**config.mk**
```make
export PLATFORM = sky130hd
export DESIGN_NAME = bit_stream_collector
export DESIGN_NICKNAME = d
export VERILOG_FILES = /design/src/rtl/bsc_pkg.sv /design/src/rtl/bsc_fifo2.sv /design/src/rtl/bit_stream_collector.sv
export SDC_FILE = /design/constraint.sdc
export NUM_CORES = 1
export LEC_CHECK = 0
export BUFFER_PORTS_ARGS = -buffer_cell sky130_fd_sc_hd__buf_2
export CAP_MARGIN = 30
export CELL_PAD_IN_SITES_DETAIL_PLACEMENT = 1
export CELL_PAD_IN_SITES_GLOBAL_PLACEMENT = 2
export CORE_ASPECT_RATIO = 0.6
export CORE_MARGIN = 1.5
export CORE_UTILIZATION = 32
export DETAILED_ROUTE_END_ITERATION = 10
export PLACE_DENSITY_LB_ADDON = 0.1
export SYNTH_ARGS = -nofsm -noshare
export SYNTH_HDL_FRONTEND = slang
export SYNTH_SLANG_ARGS = --single-unit
```
**constraint.sdc**
```tcl
create_clock -name clk -period 2 [get_ports clk]
set_input_delay 0.1 -clock clk [delete_from_list [all_inputs] [get_ports clk]]
set_output_delay 0.1 -clock clk [all_outputs]
set_load 0.1 [all_outputs]
```
**src/rtl/bsc_pkg.sv**
```systemverilog
// Shared types and helpers for the bit stream collector.
// Latency: n/a (declarations only).
// Backpressure: n/a.
package bsc_pkg;

  // Two-state collector FSM encoding.
  typedef enum logic {
    ST_HUNT    = 1'b0,
    ST_COLLECT = 1'b1
  } bsc_state_t;

  // Output buffer depth. The pointer logic in bsc_fifo2 assumes exactly two entries.
  localparam int BSC_FIFO_DEPTH = 2;

  // Saturating increment: holds at max_val instead of wrapping (counters up to 32 bits).
  function automatic logic [31:0] sat_inc(input logic [31:0] val, input logic [31:0] max_val);
    return (val >= max_val) ? val : val + 32'd1;
  endfunction

endpackage

```
**src/rtl/bsc_fifo2.sv**
```systemverilog
// Two-entry register FIFO holding completed words for the parallel consumer.
// Latency: a pushed word is visible at the head one cycle after the push edge.
// Backpressure: a push while full is ignored unless a pop happens in the same cycle.
module bsc_fifo2
  import bsc_pkg::*;
#(
  parameter int WIDTH = 8
) (
  input  logic             clk,
  input  logic             reset,
  input  logic             push,
  input  logic [WIDTH-1:0] push_data,
  input  logic             pop,
  output logic [WIDTH-1:0] head,
  output logic             full,
  output logic             empty
);

  logic [WIDTH-1:0] mem [BSC_FIFO_DEPTH];
  logic             wr_ptr;
  logic             rd_ptr;
  logic [1:0]       count;
  logic             do_pop;
  logic             do_push;

  assign empty   = (count == 2'd0);
  assign full    = (count == 2'(BSC_FIFO_DEPTH));
  assign do_pop  = pop && !empty;
  // A pop in the same cycle frees the slot the incoming word needs.
  assign do_push = push && (!full || do_pop);
  assign head    = empty ? '0 : mem[rd_ptr];

  // Storage, pointers and occupancy update.
  always_ff @(posedge clk) begin
    if (!reset) begin
      wr_ptr <= 1'b0;
      rd_ptr <= 1'b0;
      count  <= 2'd0;
      for (int i = 0; i < BSC_FIFO_DEPTH; i++) mem[i] <= '0;
    end else begin
      if (do_push) begin
        mem[wr_ptr] <= push_data;
        wr_ptr      <= ~wr_ptr;
      end
      if (do_pop) rd_ptr <= ~rd_ptr;
      count <= count + 2'(do_push) - 2'(do_pop);
    end
  end

endmodule

```
**src/rtl/bit_stream_collector.sv**
```systemverilog
// Hunts for a sync pattern on a serial line, deserializes the next WIDTH bits MSB-first, buffers words.
// Latency: word valid one cycle after the edge that samples its last data bit (FIFO empty).
// Backpressure: valid/ready on the word side; a word completing into a full FIFO without a pop is dropped and counted.
module bit_stream_collector
  import bsc_pkg::*;
#(
  parameter int                  WIDTH        = 8,
  parameter int                  SYNC_LEN     = 4,
  parameter logic [SYNC_LEN-1:0] SYNC_PATTERN = 4'b1011,
  parameter int                  CNT_W        = 8
) (
  input  logic             clk,
  input  logic             reset,
  input  logic             din,
  input  logic             sample_en,
  output logic [WIDTH-1:0] word_data,
  output logic             word_valid,
  input  logic             word_ready,
  output logic [CNT_W-1:0] frame_cnt,
  output logic [CNT_W-1:0] ovf_cnt,
  output logic             hunting
);

  localparam int               CW      = $clog2(WIDTH);
  localparam logic [CW-1:0]    LAST    = CW'(WIDTH - 1);
  localparam logic [CNT_W-1:0] CNT_MAX = '1;

  bsc_state_t          state;
  logic [SYNC_LEN-1:0] history;
  logic [CW-1:0]       bit_cnt;
  logic [WIDTH-1:0]    shift;

  logic [SYNC_LEN:0]   hist_ext;
  logic [SYNC_LEN-1:0] hist_next;
  logic [WIDTH-1:0]    shift_next;
  logic                push;
  logic                pop;
  logic                fifo_full;
  logic                fifo_empty;
  logic                accept;
  logic                drop;

  // Widening by one bit before truncating keeps this legal for a 1-bit sync pattern.
  assign hist_ext   = {history, din};
  assign hist_next  = hist_ext[SYNC_LEN-1:0];
  assign shift_next = {shift[WIDTH-2:0], din};

  assign push   = sample_en && (state == ST_COLLECT) && (bit_cnt == LAST);
  assign pop    = word_valid && word_ready;
  assign accept = push && (!fifo_full || pop);
  assign drop   = push && fifo_full && !pop;

  assign word_valid = !fifo_empty;
  assign hunting    = (state == ST_HUNT);

  // Sync hunt and word deserialization; everything holds while sample_en is low.
  always_ff @(posedge clk) begin
    if (!reset) begin
      state   <= ST_HUNT;
      history <= '0;
      bit_cnt <= '0;
      shift   <= '0;
    end else if (sample_en) begin
      if (state == ST_HUNT) begin
        history <= hist_next;
        if (hist_next == SYNC_PATTERN) begin
          state   <= ST_COLLECT;
          bit_cnt <= '0;
        end
      end else begin
        shift <= shift_next;
        if (bit_cnt == LAST) begin
          // Data bits are discarded from the hunt: restart from an empty history.
          state   <= ST_HUNT;
          history <= '0;
          bit_cnt <= '0;
        end else begin
          bit_cnt <= bit_cnt + CW'(1);
        end
      end
    end
  end

  // Saturating statistics for accepted and dropped frames.
  always_ff @(posedge clk) begin
    if (!reset) begin
      frame_cnt <= '0;
      ovf_cnt   <= '0;
    end else begin
      if (accept) frame_cnt <= CNT_W'(sat_inc(32'(frame_cnt), 32'(CNT_MAX)));
      if (drop)   ovf_cnt   <= CNT_W'(sat_inc(32'(ovf_cnt), 32'(CNT_MAX)));
    end
  end

  bsc_fifo2 #(
    .WIDTH (WIDTH)
  ) u_fifo (
    .clk       (clk),
    .reset     (reset),
    .push      (push),
    .push_data (shift_next),
    .pop       (pop),
    .head      (word_data),
    .full      (fifo_full),
    .empty     (fifo_empty)
  );

endmodule
```
==> results.cfg, run 1 <==
[synthesis]
synth_top_family_by_area = simple AND/OR/NAND/NOR gates
synthMuxAreaShare = 0.04278
synthFlopType = dfxtp_1
yosys.area_share.simple = 0.2663
syn_area_per_cell_um2 = 9.872
netlist_area_um2 = 2340
yosys.area_share.adder = 0.03743
ys_warn_count = 0
synth_common_cells = 35 x dfxtp_1, 22 x nand2_1, 20 x and2_1, 20 x nor2_1, 18 x a21oi_1
synthTopCellsByArea = dfxtp_1 30%, edfxtp_1 21%, and2_1 5.3%, mux2i_1 4.3%, a21oi_1 3.9%
synth-compound-area-share = 0.1086
ys_ff_latch = 51
netlist.area_leader.share = 0.2995
synth_edf_count = 16
yosysMostFrequentCell = dfxtp_1
ys_seq_area_frac = 0.5048
yosys.area.top_type = dfxtp_1
synth-xor-area-share = 0.01497
synth_nets = 249
yosys.cell_types.count = 48
async_reset_ff_frac = 0
syn_inst = 237

[setup_path]
critPathRequiredTime_ns = 2.21
critPathKind = reg2reg
cp.arrival_ns = 2.06
cp-end-kind = flip-flop
startpoint_type = flip-flop
critPathMaxFanout = 13

[floorplan]
start_util = 0.3402
dieArea_um2 = 7851
rows = 23
core_um2 = 6878
die_h_um = 69.24
ios = 31
die_w_um = 113.4

[detailed_routing]
vias_per_cell = 5.041
dr.pass1.iters = 4
ant_nets = 0
drtIter0Drc = 57
routedWlPerCell_um = 15.30
met2_length_mm = 2.155
wirelength_mm = 5.569
top_layer = met4
drc = 0
wl_met1_mm = 3.229
met3_wirelength_um = 144
via_count = 1835

[power_and_ir_drop]
p_clk_frac = 0.383
power_frac_comb = 0.169
power.leakage_nw = 1.127
ir_drop_v = 0.0003686
p_sw_uw = 730.4
power-per-cell-area_nw_per_um2 = 885.4
power_frac_seq = 0.448
switching_share = 0.2912
internal-power_mw = 1.778

[placement]
placed_area_um2 = 2663
place_hpwl_mm = 4.065
gp_congestion = 0.6996
portBuffers = 30

[sta]
relSlewSlack = 0.6044
final-setup-viol-count = 0
worst_pin_slew_ns = 0.5902
fmax_mhz = 542.2
fin_setup_tns_ns = 0
min_period_over_period = 0.9222
hold_violations = 0
slew_viol_final = 0
fin_crit_ns = 1.844
skew_ns = 0.001563
rsz0062_at_grt = false

[grt]
grt_pass1_wl_mm = 9.294
grt_start_max_net_pins = 27
grt_pass1_vias = 1772
grt_usage = 0.1527
antenna_found_initial = 0
grt-ovfl-total = 0

[final_layout]
layout.nets = 288
diodes = 0
area_growth_pct = 21.07
drive_gt1_frac = 0.2563
num-fill-cells = 797
design_area_um2 = 2833

[cts]
clk_latency_ns = 0.29
clkTransAtPathRegs_ns = 0.07
numClockSinks = 51
post_cts_buffers = 0
cts-htree-levels = 2
cts_buffers = 5
cts_root_buffer = clkbuf_16
cts_tree = built
clk_path_buf_depth = 2

[worst_hold_path]
hold_class = in2reg

[outcome]
status = finished clean

[job]
drv_cap = 0
## layout make-up
type / instances / area [um^2] / area share
clock buffer: 7 / 132.6 / 0.04682
clock inverter: 1 / 30.03 / 0.01060
inverter: 7 / 26.28 / 0.009276
multi-input combinational: 172 / 1127 / 0.3980
sequential: 51 / 1190 / 0.4201
tap: 87 / 108.9 / 0.03843
timing repair buffer: 39 / 217.7 / 0.07686
## power groups by stage
stage,sequential (mW),combinational [mW],clock [mW]
6_report,1.12,0.423,0.962
5_1_grt,1.13,0.452,1.04
4_1_cts,1.12,0.429,0.986
3_5_place_dp,1.15,0.428,0
3_3_place_gp,1.15,0.423,0
2_1_floorplan,1.13,0.359,0
## sequential cells by signal, indices dropped and copies added, names as in the netlist, named ones only
register       count
u_fifo.mem        16
u_fifo.rd_ptr      1
shift              7
u_fifo.count       2
u_fifo.wr_ptr      1
ovf_cnt            8
bit_cnt            3
history            3
state              1
frame_cnt          8
## worst max-delay path: stages, from the launching register on
cell and delay, ns:
dfxtp_1 0.36, ha_1 0.20, ha_2 0.25, nand3_2 0.10, buf_4 0.20, or4_1 0.51, a21oi_1 0.15
## repair_timing
action	in CTS	in global routing
hold buffers	0	0
gates resized for setup	0	2
setup endpoints to repair	0	6
## worst paths after layout
path | slack (ns) | start | cells past startpoint | endpoint
worst max-delay path | 0.16 | bit_cnt[0] | 6 | frame_cnt[3]
worst min register to register | 0.48 | bit_cnt[1] | 2 | bit_cnt[1]
worst min-delay path | 0.11 | din | 3 | shift[0]
worst max register to register | 0.16 | bit_cnt[0] | 6 | frame_cnt[3]
## through the flow
stage / hold WS (ns) / utilization / std cells / setup slack [ns] / power, mW
after detailed placement: 0.4207 / 0.3871 / 356 / 0.1000 / 1.575
after CTS: 0.1158 / 0.4108 / 364 / 0.08947 / 2.539
after floorplan: 0.2360 / - / 237 / -0.01482 / 1.488
final: 0.1146 / 0.4119 / 364 / 0.1556 / 2.508
after global placement: 0.4104 / 0.3871 / 356 / 0.1691 / 1.568
after global routing: 0.1516 / 0.4119 / 364 / 0.02215 / 2.614
## cells in the final DEF, fill, tap and decap left out, types with 3 or more instances in the layout
cell type	n
a21oi_1	18
a22oi_1	4
and2_1	20
and3_1	7
buf_2	30
buf_4	9
clkbuf_16	5
dfxtp_1	28
dfxtp_2	7
edfxtp_1	16
ha_1	6
inv_1	5
mux2i_1	10
nand2_1	22
nand3_1	8
nand4_1	3
nor2_1	12
nor2_2	8
nor3_1	3
nor3_2	3
o21ai_0	8
## cell families after synthesis
kind of cell | count (synthesis)
and+or+nand+nor | 109
DFF | 51
AOI/OAI and AO/OA | 42
buffers and inverters | 14
muxes | 10
adders and majority gates | 7
xor gates and xnor gates | 4
## metal layers
layer,GRT usage,vias up
li1,-,930
met1,0.2402,879
met2,0.2007,24
met3,0.03846,2
met4,0.04583,0
met5,0,-
No activity file was read; power rests on OpenSTA's default activity.
==> run 2, diff against run 1 <==
--- a/config.mk
+++ b/config.mk
@@ -11,7 +11,7 @@
 export CELL_PAD_IN_SITES_GLOBAL_PLACEMENT = 2
 export CORE_ASPECT_RATIO = 0.6
 export CORE_MARGIN = 1.5
-export CORE_UTILIZATION = 32
+export CORE_UTILIZATION = 36
 export DETAILED_ROUTE_END_ITERATION = 10
 export PLACE_DENSITY_LB_ADDON = 0.1
 export SYNTH_ARGS = -nofsm -noshare
==> constraint.sdc (replaced) <==
create_clock -name clk -period 1.89 [get_ports clk]
set_input_delay 0.0945 -clock clk [delete_from_list [all_inputs] [get_ports clk]]
set_output_delay 0.0945 -clock clk [all_outputs]
set_load 0.1 [all_outputs]
==> results.cfg, run 2 (synthesis gave the netlist of run 1 again) <==
[final_layout]
largest_register_ffs = 16
area_growth_pct = 20.80
drive_gt1_frac = 0.2979
regMostFlops = u_fifo.mem
num-fill-cells = 728
layout.nets = 293
diodes = 0
design_area_um2 = 2826
utilization = 0.4564
reg_top3 = u_fifo.mem (16), frame_cnt (8), ovf_cnt (8)
multi_input_area_um2 = 1136
regArea_um2 = 1197
fin_cells = 366
final_cell_mix = 30 x buf_2, 22 x nand2_1, 22 x dfxtp_1, 20 x and2_1, 18 x a21oi_1
final_common_cell = buf_2

[floorplan]
dieArea_um2 = 7008
start_util = 0.3778
die_h_um = 65.45
die_w_um = 107.1
ios = 31
core_um2 = 6193
rows = 22

[cts]
clk_latency_ns = 0.31
hold_buffers = 0
cts_root_buffer = clkbuf_8
numClockSinks = 51
cts-htree-levels = 2
clkTransAtPathRegs_ns = 0.10
cts_tree = built
clk_path_buf_depth = 2
post_cts_buffers = 0
cts_buffers = 5
cts_resized = 0

[grt]
grt_pass1_wl_mm = 9.501
grt-ovfl-total = 0
antenna_found_initial = 0
grt_pass1_vias = 1863
grt_start_max_net_pins = 27
grt_usage = 0.1799

[worst_hold_path]
hold_class = in2reg

[power_and_ir_drop]
power_frac_seq = 0.492
power_frac_comb = 0.193
ir_drop_v = 0.0004838
switching_share = 0.3107
internal-power_mw = 1.661
power.leakage_nw = 1.129
power-per-cell-area_nw_per_um2 = 852.5
p_clk_frac = 0.315
p_sw_uw = 748.5

[job]
drv_cap = 0

[detailed_routing]
drtIter0Drc = 67
vias_per_cell = 5.156
wirelength_mm = 5.618
drc = 0
ant_nets = 0
routedWlPerCell_um = 15.35
via_count = 1887
dr.pass1.iters = 4

[setup_path]
critPathBufInv = 1
critPathMaxFanout = 13
critPathSlowestCell = or4_1
cp-end-kind = flip-flop
critPathKind = reg2reg
critPathRequiredTime_ns = 2.13
critPathTopFamily = simple AND/OR/NAND/NOR gates
crit_chain = ha_1 > ha_2 > nand3_2 > buf_4 > or4_1 > a21oi_1
cp.arrival_ns = 2.04
startpoint_type = flip-flop
critical_path.max_stage_delay_ns = 0.50

[placement]
gp_congestion = 0.7300
portBuffers = 30
placed_area_um2 = 2703
dp_slack_ns = 0.02255
placed_cells = 358
place_hpwl_mm = 4.116

[sta]
hold_violations = 0
fmax_mhz = 556.1
fin_setup_tns_ns = 0
layout_setup_ws_ns = 0.09164
worst_pin_slew_ns = 0.5391
skew_ns = 0.01088
slew_viol_final = 0
fin_crit_ns = 1.798
min_period_over_period = 0.9515
rsz0062_at_grt = true
relSlewSlack = 0.6387
final-setup-viol-count = 0

[outcome]
status = finished clean
==> run 2: cell count changes in the layout (fill, tap and decap cells not counted), sizes merged <==
cell | before | now
buf | 39 | 44
==> run 2: final timing paths <==
| path | to | slack [ns] | startpoint | depth (start not counted) |
|---|---|---|---|---|
| min | shift[0] | 0.08 | din | 3 |
| max | frame_cnt[4] | 0.09 | bit_cnt[0] | 6 |
| max reg2reg | frame_cnt[4] | 0.09 | bit_cnt[0] | 6 |
| min reg2reg | bit_cnt[1] | 0.46 | bit_cnt[1] | 2 |
==> run 2: layout make-up <==
type / instances / area share
timing repair buffer: 44 / 0.09031
inverter: 7 / 0.009296
clock inverter: 1 / 0.01062
tap: 84 / 0.03718
sequential: 51 / 0.4236
multi-input combinational: 172 / 0.4019
clock buffer: 7 / 0.02700
==> run 2: power by group through the flow <==
stage                     Clock (mW)  Sequential (mW)  Combinational, mW
after global placement             0             1.21              0.458
final                          0.759             1.19              0.465
after CTS                      0.784             1.19              0.471
after floorplan                    0             1.19              0.380
after detailed placement           0             1.21              0.468
after global routing           0.833             1.19              0.491
==> run 2: worst register-to-register path, delay by kind of cell, from the launching register on <==
kind / cells / cell delay (ns)
fa+ha+maj: 2 / 0.44
compound gates: 1 / 0.15
simple gates: 2 / 0.60
flops: 1 / 0.37
buf+inv: 1 / 0.19
==> run 2: per-layer routing <==
layer  part of all wire  track usage  vias up
met5                  0            0        -
met4             0.0098      0.05500        0
met3              0.050      0.04464        5
met2               0.41       0.2651       23
met1               0.53       0.2587      921
li1                   -            -      938
==> run 2: per-stage QoR <==
| stage | power [mW] | hold slack, ns |
|---|---|---|
| finish | 2.409 | 0.08224 |
| floorplan | 1.575 | 0.2305 |
| global route | 2.516 | 0.08369 |
| CTS | 2.441 | 0.07189 |
| global placement | 1.667 | 0.4068 |
| detailed placement | 1.679 | 0.4076 |
